**src/rtl/dot_matrix_scan.sv**
```systemverilog
// Row-multiplexed 16x16 LED matrix driver: serialises one row of a frame snapshot
// into 74HC595-style column registers, latches it, then lights that row for a dwell.
module dot_matrix_scan #(
  parameter int CLK_DIV  = 4,
  parameter int ROW_HOLD = 2000
) (
  input  logic         clk,
  input  logic         rst_n,
  input  logic [255:0] i_buffer,
  input  logic         i_blank,
  output logic         o_sclk,
  output logic         o_sdata,
  output logic         o_latch,
  output logic         o_oe_n,
  output logic [3:0]   o_row,
  output logic         o_frame_done
);

  typedef enum logic [1:0] {LOAD, SHIFT, LATCH, HOLD} state_t;

  localparam logic [15:0] DIV_LAST  = 16'(CLK_DIV - 1);
  localparam logic [19:0] HOLD_LAST = 20'(ROW_HOLD - 1);

  state_t         state_q, state_nxt;
  logic [255:0]   frame_q, frame_nxt;
  logic [3:0]     row_q, row_nxt;
  logic [15:0]    div_q, div_nxt;
  logic [3:0]     bit_q, bit_nxt;
  logic [19:0]    hold_q, hold_nxt;
  logic           phase_q, phase_nxt;

  logic           sclk_q, sclk_nxt;
  logic           sdata_q, sdata_nxt;
  logic           latch_q, latch_nxt;
  logic           oe_en_q, oe_en_nxt;
  logic [3:0]     row_out_q, row_out_nxt;
  logic           frame_done_q, frame_done_nxt;

  logic [15:0]    row_bits;

  // Row 0 LOAD reads the incoming buffer directly, since the snapshot lands on the same edge.
  always_comb begin
    if (state_q == LOAD && row_q == 4'd0) row_bits = i_buffer[15:0];
    else                                  row_bits = frame_q[{row_q, 4'b0000} +: 16];
  end

  always_comb begin
    state_nxt   = state_q;
    frame_nxt   = frame_q;
    row_nxt     = row_q;
    div_nxt     = div_q;
    bit_nxt     = bit_q;
    hold_nxt    = hold_q;
    phase_nxt   = phase_q;
    sdata_nxt   = sdata_q;
    row_out_nxt = row_out_q;

    case (state_q)
      LOAD: begin
        if (row_q == 4'd0) frame_nxt = i_buffer;
        state_nxt = SHIFT;
        bit_nxt   = 4'd0;
        div_nxt   = 16'd0;
        phase_nxt = 1'b0;
        sdata_nxt = row_bits[4'd15];
      end
      SHIFT: begin
        if (div_q == DIV_LAST) begin
          div_nxt = 16'd0;
          if (!phase_q) begin
            phase_nxt = 1'b1;
          end else if (bit_q == 4'd15) begin
            state_nxt   = LATCH;
            phase_nxt   = 1'b0;
            sdata_nxt   = 1'b0;
            row_out_nxt = row_q;
          end else begin
            bit_nxt   = bit_q + 4'd1;
            phase_nxt = 1'b0;
            sdata_nxt = row_bits[~(bit_q + 4'd1)];
          end
        end else begin
          div_nxt = div_q + 16'd1;
        end
      end
      LATCH: begin
        if (div_q == DIV_LAST) begin
          div_nxt   = 16'd0;
          hold_nxt  = 20'd0;
          state_nxt = HOLD;
        end else begin
          div_nxt = div_q + 16'd1;
        end
      end
      HOLD: begin
        if (hold_q == HOLD_LAST) begin
          hold_nxt  = 20'd0;
          row_nxt   = row_q + 4'd1;
          state_nxt = LOAD;
        end else begin
          hold_nxt = hold_q + 20'd1;
        end
      end
      default: state_nxt = LOAD;
    endcase

    // Outputs are registered from the next state so they line up with the state they describe.
    sclk_nxt       = (state_nxt == SHIFT) && phase_nxt;
    latch_nxt      = (state_nxt == LATCH);
    oe_en_nxt      = (state_nxt == HOLD);
    frame_done_nxt = (state_nxt == HOLD) && (hold_nxt == HOLD_LAST) && (row_q == 4'd15);
  end

  always_ff @(posedge clk or negedge rst_n) begin
    if (!rst_n) begin
      state_q      <= LOAD;
      frame_q      <= '0;
      row_q        <= 4'd0;
      div_q        <= 16'd0;
      bit_q        <= 4'd0;
      hold_q       <= 20'd0;
      phase_q      <= 1'b0;
      sclk_q       <= 1'b0;
      sdata_q      <= 1'b0;
      latch_q      <= 1'b0;
      oe_en_q      <= 1'b0;
      row_out_q    <= 4'd0;
      frame_done_q <= 1'b0;
    end else begin
      state_q      <= state_nxt;
      frame_q      <= frame_nxt;
      row_q        <= row_nxt;
      div_q        <= div_nxt;
      bit_q        <= bit_nxt;
      hold_q       <= hold_nxt;
      phase_q      <= phase_nxt;
      sclk_q       <= sclk_nxt;
      sdata_q      <= sdata_nxt;
      latch_q      <= latch_nxt;
      oe_en_q      <= oe_en_nxt;
      row_out_q    <= row_out_nxt;
      frame_done_q <= frame_done_nxt;
    end
  end

  assign o_sclk       = sclk_q;
  assign o_sdata      = sdata_q;
  assign o_latch      = latch_q;
  assign o_oe_n       = ~oe_en_q | i_blank;
  assign o_row        = row_out_q;
  assign o_frame_done = frame_done_q;

endmodule

```
**config.mk**
```make
export PLATFORM = sky130hd
export DESIGN_NAME = dot_matrix_scan
export DESIGN_NICKNAME = d
export VERILOG_FILES = /design/src/rtl/dot_matrix_scan.sv
export SDC_FILE = /design/constraint.sdc
export NUM_CORES = 1
export LEC_CHECK = 0
export BUFFER_PORTS_ARGS = -buffer_cell sky130_fd_sc_hd__buf_4
export CORE_MARGIN = 5
export CORE_UTILIZATION = 55
export CTS_CLUSTER_DIAMETER = 30
export DETAILED_ROUTE_END_ITERATION = 8
export MAX_ROUTING_LAYER = met4
export PLACE_DENSITY = 0.77
export SETUP_SLACK_MARGIN = 0.1
export SYNTH_ARGS = -nofsm -noshare
export SYNTH_HDL_FRONTEND = slang
export SYNTH_SLANG_ARGS = --single-unit
```
**constraint.sdc**
```tcl
create_clock -name clk -period 4.8 [get_ports clk]
set_input_delay 0.72 -clock clk [delete_from_list [all_inputs] [get_ports clk]]
set_output_delay 0.72 -clock clk [all_outputs]
set_load 0.03 [all_outputs]
```
==> implementation parameters, run 1 <==
Parameter                              Value

Setup path
  Worst reg-to-reg path cell count    8
  Sort of element at the start of the critical path    flip-flop
  CP Data Arrival Time    3.76 ns
  CP Data Required Time    5.24 ns
  Cell with the largest stage delay on the worst path    sky130_fd_sc_hd__o31a_1
  Setup slack, reg-to-reg    1.47 ns
  Endpoint of the most critical register-to-register path    o_frame_done
  Count of buffering cells on the critical path with inverters included    0
  Worst-path cell chain    ha_1, nand3_1, or3_4, o31a_1, a41oi_1, a31oi_1, or4b_4, nor4b_2
  Crit Path Class    reg -> reg
  Largest stage delay on the critical path    0.57 ns
  Worst-path maximum fanout    20
  Launching instance or port of the critical path    hold_q[0]
  Crit Reg-Reg Startpoint    hold_q[0]
  Family of cells with the greatest summed delay on the critical path    simple AND/OR/NAND/NOR gates
  Critical Path Sink Type    flip-flop

Clock network
  TritonCTS sink count    312
  Master cell of the clock root buffer    sky130_fd_sc_hd__clkbuf_16
  Clock slew at reported path FFs    0.05 ns
  Source-to-sink clock delay at the later pin of the worst-skew pair    about 0.57 ns
  Buffers from clock root to sink, at most    3
  TritonCTS clock tree    built
  Postcts setup bufs    0
  Number of H-tree levels    3
  Number of hold buffers added after cts    0
  Resized Gates After CTS    0
  Inserted Clock Buffers    between 60 and 70

Global route
  Vias in the first global route    13663
  Maximum number of pins on one net before global-route repair    173
  Wire length of the first global-routing pass    72.6 mm
  Number of antenna violations at the first check in global routing    1
  GR Util All Layers    0.307
  Overflow left after global routing    0

Synth
  Area share of fa/ha/maj cells after synthesis    0.00837
  Post-synthesis sequential element count    between 300 and 400
  Seq/Total Area, Yosys    0.522
  Xor and xnor fraction of the mapped netlist area    0.0129
  Synth area leaders    sky130_fd_sc_hd__dfrtp_1 52%, sky130_fd_sc_hd__nand2_1 21%, sky130_fd_sc_hd__mux4_2 8.7%
  Most repeated cell in the gate-level netlist after synthesis    sky130_fd_sc_hd__nand2_1
  Synth Area in Compound Gates    0.0559
  Unique cell type count in the Yosys netlist    67
  Netlist area before placement    about 15000 sq um
  Post-synth top flop    sky130_fd_sc_hd__dfrtp_1
  Multiplexer share of the synthesized area    0.104
  Number of synthesized flops with an enable pin    0
  Synthesis Warnings    0
  Synthesized area per cell    just over 9 sq um
  Simple-Gate Fraction of Synth Area    0.266
  Net count after synthesis    1913
  Cells after synthesis    approximately 1600
  Share of flip-flops with an asynchronous set or reset after synthesis    1.00
  Ranking of synthesized cells by instance count    831 x sky130_fd_sc_hd__nand2_1, 312 x sky130_fd_sc_hd__dfrtp_1, 83 x sky130_fd_sc_hd__clkbuf_1, 58 x sky130_fd_sc_hd__mux4_2, 40 x sky130_fd_sc_hd__nor2_1
  Main combinational cell family by area after synthesis    simple AND/OR/NAND/NOR gates
  Area share of the largest cell type after synthesis    0.522
  Cell type with the highest aggregate area in the netlist    sky130_fd_sc_hd__dfrtp_1

Worst hold path
  Min-Delay Path Class    in -> async

Power
  Areal power density over the cells    between 400 and 500 nW/um^2
  Maximum vdd ir drop    0.293 mV
  Leakage power summed over all cells    9.61 nW

Floorplan
  Die Span X    175 um
  Number of standard-cell rows in the floorplan    60
  Total Die Area    30600 sq um
  Die height    ~170 um
  Core box area    26900 sq um
  # IOs    between 200 and 300
  Initial core utilization    0.556

Timing
  Period utilisation layout    0.693
  Worst Max-Slew Pin Slew    1.18 ns
  Aggregate negative setup slack    0 ns
  Total count of hold-check failures in the final report    0
  Period minus WS final    3.33 ns
  Worst setup skew after layout    0.0273 ns
  Number of slew-limit violations in the final report    0
  Achievable frequency    301 MHz
  Number of setup violations in the final report    0
  Worst relative slew slack    0.188
  Minimum hold slack    ~0.21 ns
  Minimum setup slack in the final design    1.47 ns
  RSZ-0062 raised after global routing    no

Cells and area
  Final standard cell area without fillers    19600 sq um
  Relative area change from synthesis to final layout    31.2%
  Area taken by multi-input logic gates    6720 sq um
  Final #Nets    2170
  Fraction of layout cells with a size suffix above 1    0.247
  Filler cell count    1918
  Area taken by flip-flops and latches    between 7000 and 8000 sq um

Place
  Placer congestion estimate    0.920
  Number of port buffers    267
  DP Worst Slack    1.55 ns
  Post-detailed-placement cell area    17200 sq um
  Dpl hpwl    31.0 mm

Detailed routing
  Average wire length per cell after detail routing    19.7 um
  Detailed-route via count    13009
  Detail-routed via count per cell    5.67
  DRC violation count after routing    0
  Iteration count of the initial detailed-routing pass    5
  Overall routed net length    45.2 mm
  Number of violations reported at the end of detailed-routing iteration 0    1159
  Number of nets with antenna violations after routing    0

Run
  Max-cap violation count    0

Run status
  Run status    complete, no violations
## registers in the layout, indices dropped and copies added, names as in the netlist
| register | count |
|---|---|
| hold_q | 20 |
| row_q | 4 |
| o_row | 4 |
| o_sclk | 1 |
| o_frame_done | 1 |
| div_q | 16 |
| phase_q | 1 |
| o_sdata | 1 |
| state_q | 2 |
| oe_en_q | 1 |
| frame_q | 256 |
| o_latch | 1 |
| bit_q | 4 |
## layer usage
metal,up-vias,track usage,share of wire
met5,-,-,0
met3,100,0.0500,0.065
met2,535,0.490,0.49
li1,5968,-,-
met4,0,0.0992,0.028
met1,6406,0.410,0.41
## layout make-up
cell class / instances / area share
Antenna cell: 1 / 0.000128
Sequential cell: 312 / 0.398
Timing Repair Buffer: 285 / 0.111
Tap cell: 341 / 0.0218
Inverter: 16 / 0.00306
Multi-Input combinational cell: 1217 / 0.343
Clock inverter: 39 / 0.0272
Clock buffer: 85 / 0.0952
## placed cells by master, fill, tap and decap left out, drive strengths merged, types with 14 or more instances in the layout
cell type  synthesis  routed
a21oi             19      19
o21ai             27      27
nand2            831     831
dfrtp            312     312
nor2              40      40
nand4             14      14
mux4              58      58
clkinv             2      17
nand3             21      21
clkbuf            84      85
inv               14      19
buf               15     285
## where the power goes
part	internal [mW]	leakage [nW]	switching, mW
registers	2.75	3.74	0.0674
clock network	3.27	1.15	1.54
logic	0.219	4.72	0.187
## worst max path at each step
stage,end,slack [ns],cells past startpoint
after floorplan,frame_q[175],1.71,11
final,o_frame_done,1.47,8
after CTS,o_sdata,1.52,9
after global routing,o_sdata,1.28,9
after global placement,o_sdata,1.56,9
after detailed placement,o_sdata,1.55,9
## logic make-up (layout without fill, tap and decap cells)
logic type	Yosys count	after routing
XOR/XNOR	22	22
buffers and inverters	115	425
other	0	1
adder cells (fa/ha/maj)	10	10
multiplexers	82	82
flip-flops	312	312
AO/OA/AOI/OAI	122	122
AND/OR/NAND/NOR	981	981
## per-stage QoR
step | total power [mW] | std cells | util
after CTS | 8.07 | 2295 | 0.730
after floorplan | 2.96 | 1644 | -
after global placement | 3.25 | 2171 | 0.640
final | 8.03 | 2296 | 0.730
after detailed placement | 3.26 | 2171 | 0.640
after global routing | 8.26 | 2296 | 0.730
(Power assumes the default switching activity.)
==> run 2: changes to the inputs <==
--- a/config.mk
+++ b/config.mk
@@ -7,11 +7,11 @@
 export LEC_CHECK = 0
 export BUFFER_PORTS_ARGS = -buffer_cell sky130_fd_sc_hd__buf_4
 export CORE_MARGIN = 5
-export CORE_UTILIZATION = 55
+export CORE_UTILIZATION = 51
 export CTS_CLUSTER_DIAMETER = 30
 export DETAILED_ROUTE_END_ITERATION = 8
 export MAX_ROUTING_LAYER = met4
-export PLACE_DENSITY = 0.77
+export PLACE_DENSITY = 0.75
 export SETUP_SLACK_MARGIN = 0.1
 export SYNTH_ARGS = -nofsm -noshare
 export SYNTH_HDL_FRONTEND = slang
==> constraint.sdc (replaced) <==
create_clock -name clk -period 2.8 [get_ports clk]
set_input_delay 0.42 -clock clk [delete_from_list [all_inputs] [get_ports clk]]
set_output_delay 0.42 -clock clk [all_outputs]
set_load 0.03 [all_outputs]
==> implementation parameters, run 2 (same netlist as run 1, synthesis figures left out) <==
Parameter                              Value

Timing
  Worst Max-Slew Pin Slew    0.621 ns
  Number of setup violations in the final report    1
  Worst setup skew after layout    between 0.05 and 0.06 ns
  Period minus WS final    2.81 ns
  RSZ-0062 raised after global routing    yes
  Minimum hold slack    0.0126 ns
  Aggregate negative setup slack    -0.00761 ns
  Minimum setup slack in the final design    -0.00761 ns
  Total count of hold-check failures in the final report    0
  Period utilisation layout    1.00
  Worst relative slew slack    0.585
  Number of slew-limit violations in the final report    0
  Achievable frequency    356 MHz

Clock network
  Master cell of the clock root buffer    sky130_fd_sc_hd__clkbuf_16
  Clock slew at reported path FFs    0.05 ns
  TritonCTS sink count    312
  Buffers from clock root to sink, at most    3
  Number of H-tree levels    2
  TritonCTS clock tree    built
  Inserted Clock Buffers    57
  Source-to-sink clock delay at the later pin of the worst-skew pair    0.60 ns

Power
  Net switching share of the total power    0.229
  Areal power density over the cells    638 nW/um^2
  Share of power burned in registers    0.381
  Net switching component of the power    2.90 mW
  Leakage power summed over all cells    9.75 nW
  Combinational fraction of design power    0.056
  P_int    ~9.8 mW
  Design Power    12.7 mW
  Share of power burned in the clock network    0.563
  Maximum vdd ir drop    between 0.6 and 0.7 mV

Cells and area
  Largest Register    frame_q
  Fraction of layout cells with a size suffix above 1    0.264
  Final design utilization    0.687
  Max FFs per register    256
  Relative area change from synthesis to final layout    32.7%
  Most common cell after layout, fill and taps aside    sky130_fd_sc_hd__nand2_1
  Largest registers    frame_q x256, hold_q x20, div_q x16
  Leading cell types in the layout, fill and taps excluded    831 x sky130_fd_sc_hd__nand2_1, 325 x sky130_fd_sc_hd__buf_4, 309 x sky130_fd_sc_hd__dfrtp_1
  Final #Nets    roughly 2200

Floorplan
  Initial core utilization    0.518
  Die Span X    181 um
  Total Die Area    32800 sq um
  Number of standard-cell rows in the floorplan    62
  # IOs    268
  Core box area    28900 sq um
  Die height    181 um

Worst hold path
  Min-Delay Path Class    in -> reg
  Hold Path Cell Cnt    3

Global route
  Maximum number of pins on one net before global-route repair    between 100 and 150
  Number of antenna violations at the first check in global routing    1
  GR Util All Layers    0.288
  Wire length of the first global-routing pass    73.8 mm
  Vias in the first global route    13937
  Overflow left after global routing    0

Setup path
  Critical Path Sink Type    flip-flop
  Sort of element at the start of the critical path    flip-flop
  Crit Path Class    reg -> reg
  Worst-path maximum fanout    5
  Worst reg-to-reg path cell count    7
  CP Data Required Time    3.25 ns
  CP Data Arrival Time    3.26 ns

Detailed routing
  Met3 Routed Length    3.58 mm
  Overall routed net length    about 46 mm
  Detailed-route via count    13210
  Max Used Layer    met4
  Iteration count of the initial detailed-routing pass    7
  Average wire length per cell after detail routing    approximately 19 um
  Number of nets with antenna violations after routing    0
  DRC violation count after routing    0
  Total length of routed met2 wires    22.3 mm
  Number of violations reported at the end of detailed-routing iteration 0    1192
  Detail-routed via count per cell    between 5 and 6
  Total routed wire length on the met1 layer    18.4 mm

Run status
  Violations in the final reports    negative setup slack
  Run status    complete, but fails checks

Place
  Number of port buffers    approximately 270
  Dpl hpwl    32.2 mm
  DP Worst Slack    -0.102 ns
  Placer congestion estimate    0.902

Run
  Max-cap violation count    0
## run 2: layout make-up
type                       instances  area, sq um
antenna                            1         2.50
clock buffer                      69         1530
clock inverter                    37          493
fill                            2231         9020
inverter                          16         60.1
multi-input combinational       1217         6750
sequential                       312         7820
tap                              384          480
timing repair buffer             340         2710
## run 2: path summary, 6_finish.rpt
check / start / endpoint / slack [ns]
worst max-delay path: hold_q[4] / o_frame_done / -0.008
max in group asynchronous: rst_n / frame_q[149] / 1.60
worst max register to register: hold_q[4] / o_frame_done / -0.008
min in group asynchronous: rst_n / frame_q[66] / 0.34
worst min-delay path: i_buffer[184] / frame_q[184] / 0.01
worst min register to register: frame_q[133] / frame_q[133] / 0.47
## run 2: power by group through the flow
stage                     Sequential, mW  Combinational (mW)  Clock, mW
after floorplan                     4.85               0.224          0
after global placement              4.87               0.692          0
after detailed placement            4.88               0.704          0
after CTS                           4.82               0.716       7.18
after global routing                4.84               0.785       7.40
final                               4.82               0.710       7.13
## run 2: repair_timing
action                                  in CTS  in global routing
hold endpoints to repair                    46                  0
pin swaps                                    1                  0
buffers inserted                             1                  5
endpoints found under the setup margin       1                  2
resized for setup                            4                  1
hold buffers                                 1                  0
## run 2: per-stage QoR
step	area, sq um	std cells
after floorplan	15000	1644
after global placement	17700	2262
after detailed placement	17700	2262
after CTS	19800	2370
after global routing	19800	2376
final	19800	2376
## run 2: layer usage
layer | up-vias | GRT usage
met5 | - | -
met4 | 0 | 0.106
met3 | 137 | 0.0549
met2 | 608 | 0.456
met1 | 6413 | 0.374
li1 | 6052 | -
## run 2: worst max-delay path, cell delays in order (launching register included)
cell,delay (ns)
sky130_fd_sc_hd__dfrtp_1,0.39
sky130_fd_sc_hd__or4_4,0.55
sky130_fd_sc_hd__or3_4,0.36
sky130_fd_sc_hd__o31a_1,0.34
sky130_fd_sc_hd__a41oi_2,0.20
sky130_fd_sc_hd__a31oi_1,0.09
sky130_fd_sc_hd__or4b_4,0.56
sky130_fd_sc_hd__nor4b_2,0.21
==> run 3: changes to the inputs <==
--- a/config.mk
+++ b/config.mk
@@ -6,6 +6,7 @@
 export NUM_CORES = 1
 export LEC_CHECK = 0
 export BUFFER_PORTS_ARGS = -buffer_cell sky130_fd_sc_hd__buf_4
+export CORE_ASPECT_RATIO = 1.1
 export CORE_MARGIN = 5
 export CORE_UTILIZATION = 51
 export CTS_CLUSTER_DIAMETER = 30
@@ -13,6 +14,7 @@
 export MAX_ROUTING_LAYER = met4
 export PLACE_DENSITY = 0.75
 export SETUP_SLACK_MARGIN = 0.1
+export SKIP_CTS_REPAIR_TIMING = 1
 export SYNTH_ARGS = -nofsm -noshare
 export SYNTH_HDL_FRONTEND = slang
 export SYNTH_SLANG_ARGS = --single-unit
==> implementation parameters, run 3 (same netlist as run 1, synthesis figures left out) <==
Parameter                              Value

Timing
  Period utilisation layout    0.986
  Number of slew-limit violations in the final report    0
  Worst Max-Slew Pin Slew    0.835 ns
  Total count of hold-check failures in the final report    0
  Worst relative slew slack    0.443
  Aggregate negative setup slack    0 ns
  Minimum setup slack in the final design    roughly 0.040 ns
  RSZ-0062 raised after global routing    yes
  Worst setup skew after layout    between 0.015 and 0.02 ns
  Period minus WS final    between 2 and 3 ns
  Number of setup violations in the final report    0
  Achievable frequency    362 MHz

Floorplan
  Die height    190 um
  # IOs    268
  Initial core utilization    0.519
  Number of standard-cell rows in the floorplan    65
  Total Die Area    between 30000 and 40000 sq um
  Die Span X    about 170 um
  Core box area    ~29000 sq um

Place
  Post-detailed-placement cell area    17700 sq um
  Inst Count DP    2254
  DP Worst Slack    -0.0210 ns
  Number of port buffers    267
  Placer congestion estimate    0.909
  Dpl hpwl    32.1 mm

Cells and area
  Relative area change from synthesis to final layout    33.0%
  Final design utilization    0.691
  Fraction of layout cells with a size suffix above 1    0.268
  Final standard cell area without fillers    19900 sq um
  Leading cell types in the layout, fill and taps excluded    831 x sky130_fd_sc_hd__nand2_1, 332 x sky130_fd_sc_hd__buf_4, 309 x sky130_fd_sc_hd__dfrtp_1
  Number of standard cells in the final layout excluding fillers    2369
  Largest registers    frame_q x256, hold_q x20, div_q x16
  Largest Register    frame_q
  Area taken by multi-input logic gates    approximately 6700 sq um
  Max FFs per register    256
  Most common cell after layout, fill and taps aside    sky130_fd_sc_hd__nand2_1
  Filler cell count    2200
  Area taken by flip-flops and latches    7820 sq um
  Final #Nets    2218

Run
  Max-cap violation count    0

Global route
  GR Util All Layers    0.279
  Vias in the first global route    13609
  Wire length of the first global-routing pass    71.9 mm
  Number of antenna violations at the first check in global routing    2
  Overflow left after global routing    0
  Maximum number of pins on one net before global-route repair    between 150 and 200

Clock network
  Clock slew at reported path FFs    0.05 ns
  Buffers from clock root to sink, at most    3
  Source-to-sink clock delay at the later pin of the worst-skew pair    0.57 ns
  Inserted Clock Buffers    58
  Number of H-tree levels    2
  TritonCTS sink count    about 310
  Master cell of the clock root buffer    sky130_fd_sc_hd__clkbuf_16
  TritonCTS clock tree    built

Detailed routing
  DRC violation count after routing    0
  Number of nets with antenna violations after routing    0
  Iteration count of the initial detailed-routing pass    5
  Detail-routed via count per cell    5.52
  Average wire length per cell after detail routing    18.9 um
  Overall routed net length    44.9 mm
  Number of violations reported at the end of detailed-routing iteration 0    around 1100
  Detailed-route via count    approximately 13000

Setup path
  Worst-path maximum fanout    5
  Cell with the largest stage delay on the worst path    sky130_fd_sc_hd__or4b_4
  Largest stage delay on the critical path    0.53 ns
  Sort of element at the start of the critical path    flip-flop
  Worst-path cell chain    or4_1, or3_4, o31a_1, buf_4, a31oi_2, a31oi_1, or4b_4, nor4b_2
  Family of cells with the greatest summed delay on the critical path    simple AND/OR/NAND/NOR gates
  Critical Path Sink Type    flip-flop
  Count of buffering cells on the critical path with inverters included    1
  CP Data Required Time    around 3.3 ns
  Crit Path Class    reg -> reg
  CP Data Arrival Time    ~3.2 ns

Power
  Combinational fraction of design power    0.054
  Net switching component of the power    2.95 mW
  Areal power density over the cells    649 nW/um^2
  Net switching share of the total power    0.229
  P_int    9.96 mW
  Share of power burned in the clock network    0.573
  Leakage power summed over all cells    9.79 nW
  Share of power burned in registers    0.373
  Maximum vdd ir drop    0.468 mV

Worst hold path
  Min-Delay Path Class    in -> reg

Run status
  Run status    complete, no violations
-- run 3: layer usage --
layer  track usage  share of wire
met1         0.357           0.40
met2         0.460           0.50
met3        0.0423          0.065
met4         0.101          0.037
met5             -              0
-- run 3: worst min-delay path: cells and delay by family --
family / cells / cell delay, ns
and+or+nand+nor: 2 / 0.08
buffers and inverters: 1 / 0.08
-- run 3: power groups by stage --
stage               combinational [mW]  clock, mW  sequential, mW
floorplan                        0.224          0            4.85
global placement                 0.689          0            4.87
detailed placement               0.698          0            4.89
CTS                              0.708       7.47            4.81
global route                     0.777       7.70            4.83
finish                           0.701       7.40            4.81
-- run 3: final cells by class --
class | instances | area share
inverter | 16 | 0.00302
sequential | 312 | 0.393
antenna | 2 | 0.000252
tap | 368 | 0.0231
multi-input combinational | 1217 | 0.339
clock inverter | 44 | 0.0278
timing repair buffer | 344 | 0.136
clock buffer | 66 | 0.0781
-- run 3: worst paths after layout --
| check | startpoint | depth (start not counted) | slack (ns) | endpoint |
|---|---|---|---|---|
| worst max-delay path | hold_q[16] | 8 | 0.04 | o_frame_done |
| worst min-delay path | i_buffer[152] | 3 | 0.04 | frame_q[152] |
| worst max register to register | hold_q[16] | 8 | 0.04 | o_frame_done |
| worst min register to register | frame_q[151] | 2 | 0.46 | frame_q[151] |
| max in group asynchronous | rst_n | 3 | 1.47 | row_q[1] |
| min in group asynchronous | rst_n | 2 | 0.42 | frame_q[114] |
-- run 3: through the flow --
| stage | hold WS [ns] | power, mW |
|---|---|---|
| floorplan | 0.124 | 5.07 |
| global placement | 0.453 | 5.56 |
| CTS | -0.122 | 13.0 |
| detailed placement | 0.457 | 5.58 |
| finish | 0.0402 | 12.9 |
| global route | 0.0297 | 13.3 |
